[config.mk]
export PLATFORM = sky130hd
export DESIGN_NAME = seq_alu
export DESIGN_NICKNAME = d
export VERILOG_FILES = /design/src/rtl/seq_alu.sv
export SDC_FILE = /design/constraint.sdc
export NUM_CORES = 1
export LEC_CHECK = 0
export ABC_AREA = 0
export CAP_MARGIN = 40
export CORE_MARGIN = 2
export CORE_UTILIZATION = 45
export DETAILED_ROUTE_END_ITERATION = 10
export GPL_TIMING_DRIVEN = 0
export PLACE_DENSITY_LB_ADDON = 0.2
export SYNTH_ARGS = -nofsm -noshare
export SYNTH_HDL_FRONTEND = slang
export SYNTH_SLANG_ARGS = --single-unit
[constraint.sdc]
create_clock -name clk -period 3.6 [get_ports clk]
set_input_delay 0.9 -clock clk [delete_from_list [all_inputs] [get_ports clk]]
set_output_delay 0.9 -clock clk [all_outputs]
set_load 0.02 [all_outputs]
[src/rtl/seq_alu.sv]
// Sequential ALU with a valid/ready handshake: single-cycle logic/arith ops and
// a WIDTH-cycle shift-add multiplier, result held in registers until consumed.
module seq_alu #(
    parameter int WIDTH = 4
) (
    input  logic             clk,
    input  logic             rst,
    input  logic             in_valid,
    output logic             in_ready,
    input  logic [WIDTH-1:0] A,
    input  logic [WIDTH-1:0] B,
    input  logic [2:0]       alu_opcode,
    output logic             out_valid,
    input  logic             out_ready,
    output logic [WIDTH-1:0] D,
    output logic             zero_flag,
    output logic             carry_flag
);
    localparam int CW = $clog2(WIDTH + 1);

    localparam logic [2:0] OP_ADD = 3'b000;
    localparam logic [2:0] OP_SUB = 3'b001;
    localparam logic [2:0] OP_AND = 3'b010;
    localparam logic [2:0] OP_OR  = 3'b011;
    localparam logic [2:0] OP_XOR = 3'b100;
    localparam logic [2:0] OP_NOT = 3'b101;
    localparam logic [2:0] OP_SHL = 3'b110;
    localparam logic [2:0] OP_MUL = 3'b111;

    typedef enum logic [1:0] {S_IDLE, S_MUL, S_DONE} state_t;

    state_t               state_q, state_d;
    logic [WIDTH-1:0]     d_q, d_d;
    logic                 zf_q, zf_d;
    logic                 cf_q, cf_d;
    logic [2*WIDTH-1:0]   acc_q, acc_d;
    logic [2*WIDTH-1:0]   mcand_q, mcand_d;
    logic [WIDTH-1:0]     mplier_q, mplier_d;
    logic [CW-1:0]        cnt_q, cnt_d;

    logic                 xfer;
    logic                 mul_last;
    logic [WIDTH:0]       sum;
    logic [WIDTH:0]       diff;
    logic [WIDTH-1:0]     alu_res;
    logic                 alu_carry;
    logic [2*WIDTH-1:0]   acc_step;

    assign xfer     = in_valid && (state_q == S_IDLE);
    assign mul_last = (state_q == S_MUL) && (cnt_q == CW'(1));

    // Single-cycle ops; the extra MSB of sum/diff is carry-out / borrow.
    always_comb begin
        sum       = {1'b0, A} + {1'b0, B};
        diff      = {1'b0, A} - {1'b0, B};
        alu_res   = '0;
        alu_carry = 1'b0;
        case (alu_opcode)
            OP_ADD: begin
                alu_res   = sum[WIDTH-1:0];
                alu_carry = sum[WIDTH];
            end
            OP_SUB: begin
                alu_res   = diff[WIDTH-1:0];
                alu_carry = diff[WIDTH];
            end
            OP_AND: alu_res = A & B;
            OP_OR:  alu_res = A | B;
            OP_XOR: alu_res = A ^ B;
            OP_NOT: alu_res = ~A;
            OP_SHL: begin
                alu_res   = {A[WIDTH-2:0], 1'b0};
                alu_carry = A[WIDTH-1];
            end
            default: begin
                alu_res   = '0;
                alu_carry = 1'b0;
            end
        endcase
    end

    // One LSB-first partial product per MUL cycle.
    assign acc_step = mplier_q[0] ? (acc_q + mcand_q) : acc_q;

    always_ff @(posedge clk) begin
        if (rst) begin
            state_q <= S_IDLE;
        end else begin
            state_q <= state_d;
        end
    end

    always_comb begin
        state_d = state_q;
        case (state_q)
            S_IDLE: begin
                if (xfer) begin
                    state_d = (alu_opcode == OP_MUL) ? S_MUL : S_DONE;
                end
            end
            S_MUL: begin
                if (cnt_q == CW'(1)) begin
                    state_d = S_DONE;
                end
            end
            S_DONE: begin
                if (out_ready) begin
                    state_d = S_IDLE;
                end
            end
            default: state_d = S_IDLE;
        endcase
    end

    always_comb begin
        in_ready   = (state_q == S_IDLE);
        out_valid  = (state_q == S_DONE);
        D          = d_q;
        zero_flag  = zf_q;
        carry_flag = cf_q;
    end

    always_comb begin
        d_d      = d_q;
        zf_d     = zf_q;
        cf_d     = cf_q;
        acc_d    = acc_q;
        mcand_d  = mcand_q;
        mplier_d = mplier_q;
        cnt_d    = cnt_q;
        if (xfer) begin
            if (alu_opcode == OP_MUL) begin
                acc_d    = '0;
                mcand_d  = {{WIDTH{1'b0}}, A};
                mplier_d = B;
                cnt_d    = CW'(WIDTH);
            end else begin
                d_d  = alu_res;
                zf_d = (alu_res == '0);
                cf_d = alu_carry;
            end
        end else if (state_q == S_MUL) begin
            acc_d    = acc_step;
            mcand_d  = mcand_q << 1;
            mplier_d = mplier_q >> 1;
            cnt_d    = cnt_q - CW'(1);
            if (mul_last) begin
                d_d  = acc_step[WIDTH-1:0];
                zf_d = (acc_step[WIDTH-1:0] == '0);
                cf_d = |acc_step[2*WIDTH-1:WIDTH];
            end
        end
    end

    always_ff @(posedge clk) begin
        if (rst) begin
            d_q      <= '0;
            zf_q     <= 1'b0;
            cf_q     <= 1'b0;
            acc_q    <= '0;
            mcand_q  <= '0;
            mplier_q <= '0;
            cnt_q    <= '0;
        end else begin
            d_q      <= d_d;
            zf_q     <= zf_d;
            cf_q     <= cf_d;
            acc_q    <= acc_d;
            mcand_q  <= mcand_d;
            mplier_q <= mplier_d;
            cnt_q    <= cnt_d;
        end
    end

endmodule

Word-level counts from Yosys, hierarchy flattened
Index checks and enable logic that the tools add are counted.
- input port bits: 15
- output and inout bits: 8
- word-level logic and storage cells: 75
- register bits: 31
- equality and inequality tests: 15
- $add $sub $neg: 4
- multiplexer cells: 32
- reductions and logical operators: 12
- bitwise operators: 4
- operator list (cell ; number):
    8-bit two-way mux ; 7
    4-bit two-way mux ; 7
    4-bit one-hot mux with 7 select lines ; 1
    3-bit equality test (second input constant) ; 4
    3-bit two-way mux ; 3
    8-bit adder ; 1
    4-bit zero test ; 2
    1-bit two-way mux ; 8
    2-bit two-way mux ; 4
    2-bit by 1-bit inequality test with 1-bit output (second input constant) ; 4
    3-bit by 1-bit equality test with 1-bit output (second input constant) ; 2
    3-bit by 2-bit equality test with 1-bit output (second input constant) ; 2
    2-bit one-hot mux with 3 select lines ; 1
    3-bit AND reduction ; 2
    4-bit by 4-bit adder with 5-bit output ; 1
    4-bit by 4-bit subtractor with 5-bit output ; 1
    4-bit bitwise AND ; 1
    4-bit inverter ; 1
    4-bit bitwise OR ; 1
    2-bit nonzero test ; 2
    4-bit OR reduction ; 1
    4-bit XOR ; 1
    3-bit zero test ; 1
    1-bit one-hot mux with 3 select lines ; 1
    7 further kinds ; 8

Logic depth before layout (Yosys ltp)
- depth after elaboration: 6
- mapped depth: 10
- depth with buffers taken out: 10

Worst setup path after synthesis
OpenSTA, ideal clock, no wires.
- kind: input to register
- start: in A[2]
- end: reg zf_q, in the netlist zero_flag
- data arrival time: 2.853 ns
- cell stages on the path: 8
- setup slack: 0.668 ns
- buffers on the path: 0
- data required time: 3.520 ns
- setup time: 0.080 ns
- cells stage by stage: inv_1 > ha_1 > mux2_4 > a2111oi_2 > o21ai_1 > o221a_1 > or4b_1 > a211oi_2
- cells in the longest elaborated chain, start to end: 5
- elaborated cells between the ends (all ways): 10
- classes of those cells: add/sub (2); mux (3); bitwise (4); reduce/logical (1)
- RTL lines (element ; line ; text):
    start: declaration ; 10 ; input logic [WIDTH-1:0] A,
    4-bit by 4-bit subtractor with 5-bit output, or another cell as far along ; 55 ; diff = {1'b0, A} - {1'b0, B};
    4-bit one-hot mux with 7 select lines * ; 58 ; case (alu_opcode)
    4-bit zero test * ; 139 ; zf_d = (alu_res == '0);
    1-bit two-way mux * ; 132 ; if (alu_opcode == OP_MUL) begin
    1-bit two-way mux * ; 131 ; if (xfer) begin
    end signal: assignment ; 166 ; zf_q <= zf_d;
    end: declaration ; 34 ; logic zf_q, zf_d;
Every way passes the cells marked *; elsewhere a longest branch is shown, timed or not. The select of a mux whose other input is x is not followed.
A chain may end at the register's enable or synchronous reset.

Final worst setup path
Ends and elaborated chain as after synthesis.

==> results_dict.tcl <==
set metrics [dict create \
    r2r_start "acc_q[0]$_SDFFE_PP0P_" \
    final_cells 409 \
    synth_top_cell_by_area "dfxtp_1" \
    postLayoutCellArea_mm2 0.00284 \
    grt_pass1_wl_mm 10.1 \
    cts_tree "built" \
    ys.flop_type "dfxtp_1" \
    synth-seq-area-share_pct 25.5 \
    fill_cells 502 \
    synth_top_cell_area_share_pct 25.5 \
    finalWirelength_mm 5.90 \
    regArea_um2 621 \
    finClkSkew_ns 0.00216 \
    hpwlAfterDp_mm 4.57 \
    rows 26 \
    start_util_pct 47.0 \
    antenna_found_initial 0 \
    critPathLaunch "A[2]" \
    grt_max_degree 11 \
    synth_warnings 0 \
    avgSynthCellArea_um2 7.86 \
    viasPerCell 5.72 \
    overflow 0 \
    worstSkewPairLatency_ns 0.28 \
    p_per_area_mw_per_mm2 307 \
    synth_most_common_cell "nor2_1" \
    drv_slew 0 \
    root_buffer "clkbuf_8" \
    yosysUniqueCellTypes 57 \
    drtAntennaViolNets 0 \
    setup_violations 0 \
    floorplan.die.height_um 77.5 \
    tns_ns 0 \
    fmax_mhz 287 \
    synthToLayoutAreaGrowth_pct 16.8 \
    diodes 0 \
    first_pass_iters 4 \
    synth-seq-cells 31 \
    dp.cells 401 \
    period_minus_slack_ns 3.48 \
    synth_edf_count 0 \
    cts.sinks 31 \
    cp_max_fo 8 \
    place_area_mm2 0.00274 \
    p_leak_nw 1.07 \
    place.gp.congestion 0.861 \
    dp_slack_ns -0.158 \
    syn_area_mm2 0.00243 \
    drc 0 \
    portBuffers 22 \
    dieWidth_um 77.5 \
    track_usage_pct 20.6 \
    postCtsSetupBuffers 0 \
    clk_pin_slew_ns 0.06 \
    crit_required_ns 3.80 \
    holdWs_ns 0.479 \
    final_nets 377 \
    grt_pass1_vias 2181 \
    wl_per_cell_um 14.4 \
    crit_arrival_ns 3.68 \
    vias 2341 \
    finish.utilization_pct 54.9 \
    status "finished, final reports clean" \
    synth_fp_nets 348 \
    total_power_mw 0.871 \
    core_mm2 0.00517 \
    num_io_pins 23 \
    ys_top_cells_by_area "dfxtp_1 (26%), ha_1 (11%), nor2_1 (6.5%), a21oi_1 (5.6%), mux2i_1 (3.7%)" \
    yosys-top-cells-count "nor2_1 (42), dfxtp_1 (31), a21oi_1 (27), inv_1 (23), ha_1 (21)" \
    htree_levels 2 \
    tightestPinTransition_ns 0.570 \
    min_period_over_period_pct 96.7 \
    crit_type "in2reg" \
    min-delay-path-class "reg2reg" \
    cts.path.max_buffers 2 \
    grt_setup_unrepaired "no" \
    slew-limit-headroom_pct 61.5 \
    drt_iter0_drc 93 \
    cts_made_buffers 5 \
    endpoint_kind "register" \
    setup_ws_ns 0.118 \
    ir_worst_vdd_uv 127 \
    hold_viol 0 \
    drive_gt1_share_pct 6.49 \
    async_flop_share_pct 0 \
    hp-start "mplier_q[3]$_SDFFE_PP0P_" \
    cap_viol_max_count 0 \
    dieArea_mm2 0.00600 \
    critPathLaunchType "input pin" \
    multi_input_area_mm2 0.00165 \
    synthCells 309 \
]
-- where the power goes --
part / total [mW] / switching, mW / leakage (nW) / internal [mW]
Clock: 0.301 / 0.127 / 0.0515 / 0.174
Combinational: 0.206 / 0.117 / 0.767 / 0.0894
Sequential: 0.363 / 0.00779 / 0.252 / 0.356
Total: 0.871 / 0.251 / 1.07 / 0.619
-- cell families (layout without fill, tap and decap cells) --
group | Yosys count | count (layout) | synth area share (%)
and+or+nand+nor | 103 | 103 | 20.8
buffers and inverters | 41 | 71 | 6.54
adders and majority gates | 24 | 24 | 13.3
xor gates and xnor gates | 5 | 5 | 1.80
muxes | 12 | 12 | 5.72
DFF | 31 | 31 | 25.5
AOI/OAI and AO/OA | 93 | 93 | 26.3
-- final cells by class --
| class | count | area share (%) |
|---|---|---|
| clock buffer | 8 | 3.53 |
| buffer | 18 | 2.56 |
| timing repair buffer | 22 | 7.76 |
| inverter | 23 | 3.04 |
| tap | 70 | 3.09 |
| multi-input combinational | 237 | 58.2 |
| sequential | 31 | 21.9 |
-- flip-flops by register name, indices dropped and copies added, names as in the netlist --
name	cells
mcand_q	8
acc_q	8
zero_flag	1
state_q	2
mplier_q	4
D	4
cnt_q	3
carry_flag	1
-- metal layers --
layer | global-route usage [%] | part of all wire [%]
met1 | 26.2 | 47
met2 | 36.1 | 49
met3 | 3.14 | 2.5
met4 | 5.71 | 0.95
met5 | 0 | 0
-- worst paths after layout --
kind | slack [ns] | cells past startpoint | end
worst max-delay path | 0.12 | 9 | zero_flag$_SDFFE_PP0P_
worst min-delay path | 0.48 | 2 | mplier_q[3]$_SDFFE_PP0P_
worst max register to register | 1.35 | 9 | carry_flag$_SDFFE_PP0P_
worst min register to register | 0.48 | 2 | mplier_q[3]$_SDFFE_PP0P_
-- cell usage in the layout, fill, tap and decap left out, types with 9 or more instances in the layout --
cell / instances
nand2_1: 12
nor2_1: 42
a211oi_1: 11
inv_1: 23
o21ai_0: 12
dfxtp_1: 31
ha_1: 21
a21oi_1: 27
mux2i_1: 9
clkbuf_1: 13
clkdlybuf4s50_1: 22
nor3_1: 12
-- worst max-delay path, cell delays in order --
cell and delay [ns]:
clkdlybuf4s50_1 0.61, inv_1 0.07, ha_1 0.40, mux2_4 0.32
a211oi_2 0.26, a32oi_1 0.08, o221a_1 0.29, or4b_1 0.54
a211oi_2 0.21
-- what timing repair did --
action                     in CTS  in global routing
resized for setup               0                  1
setup endpoints to repair       0                  1
hold buffers                    0                  0
(Power assumes the default switching activity.)
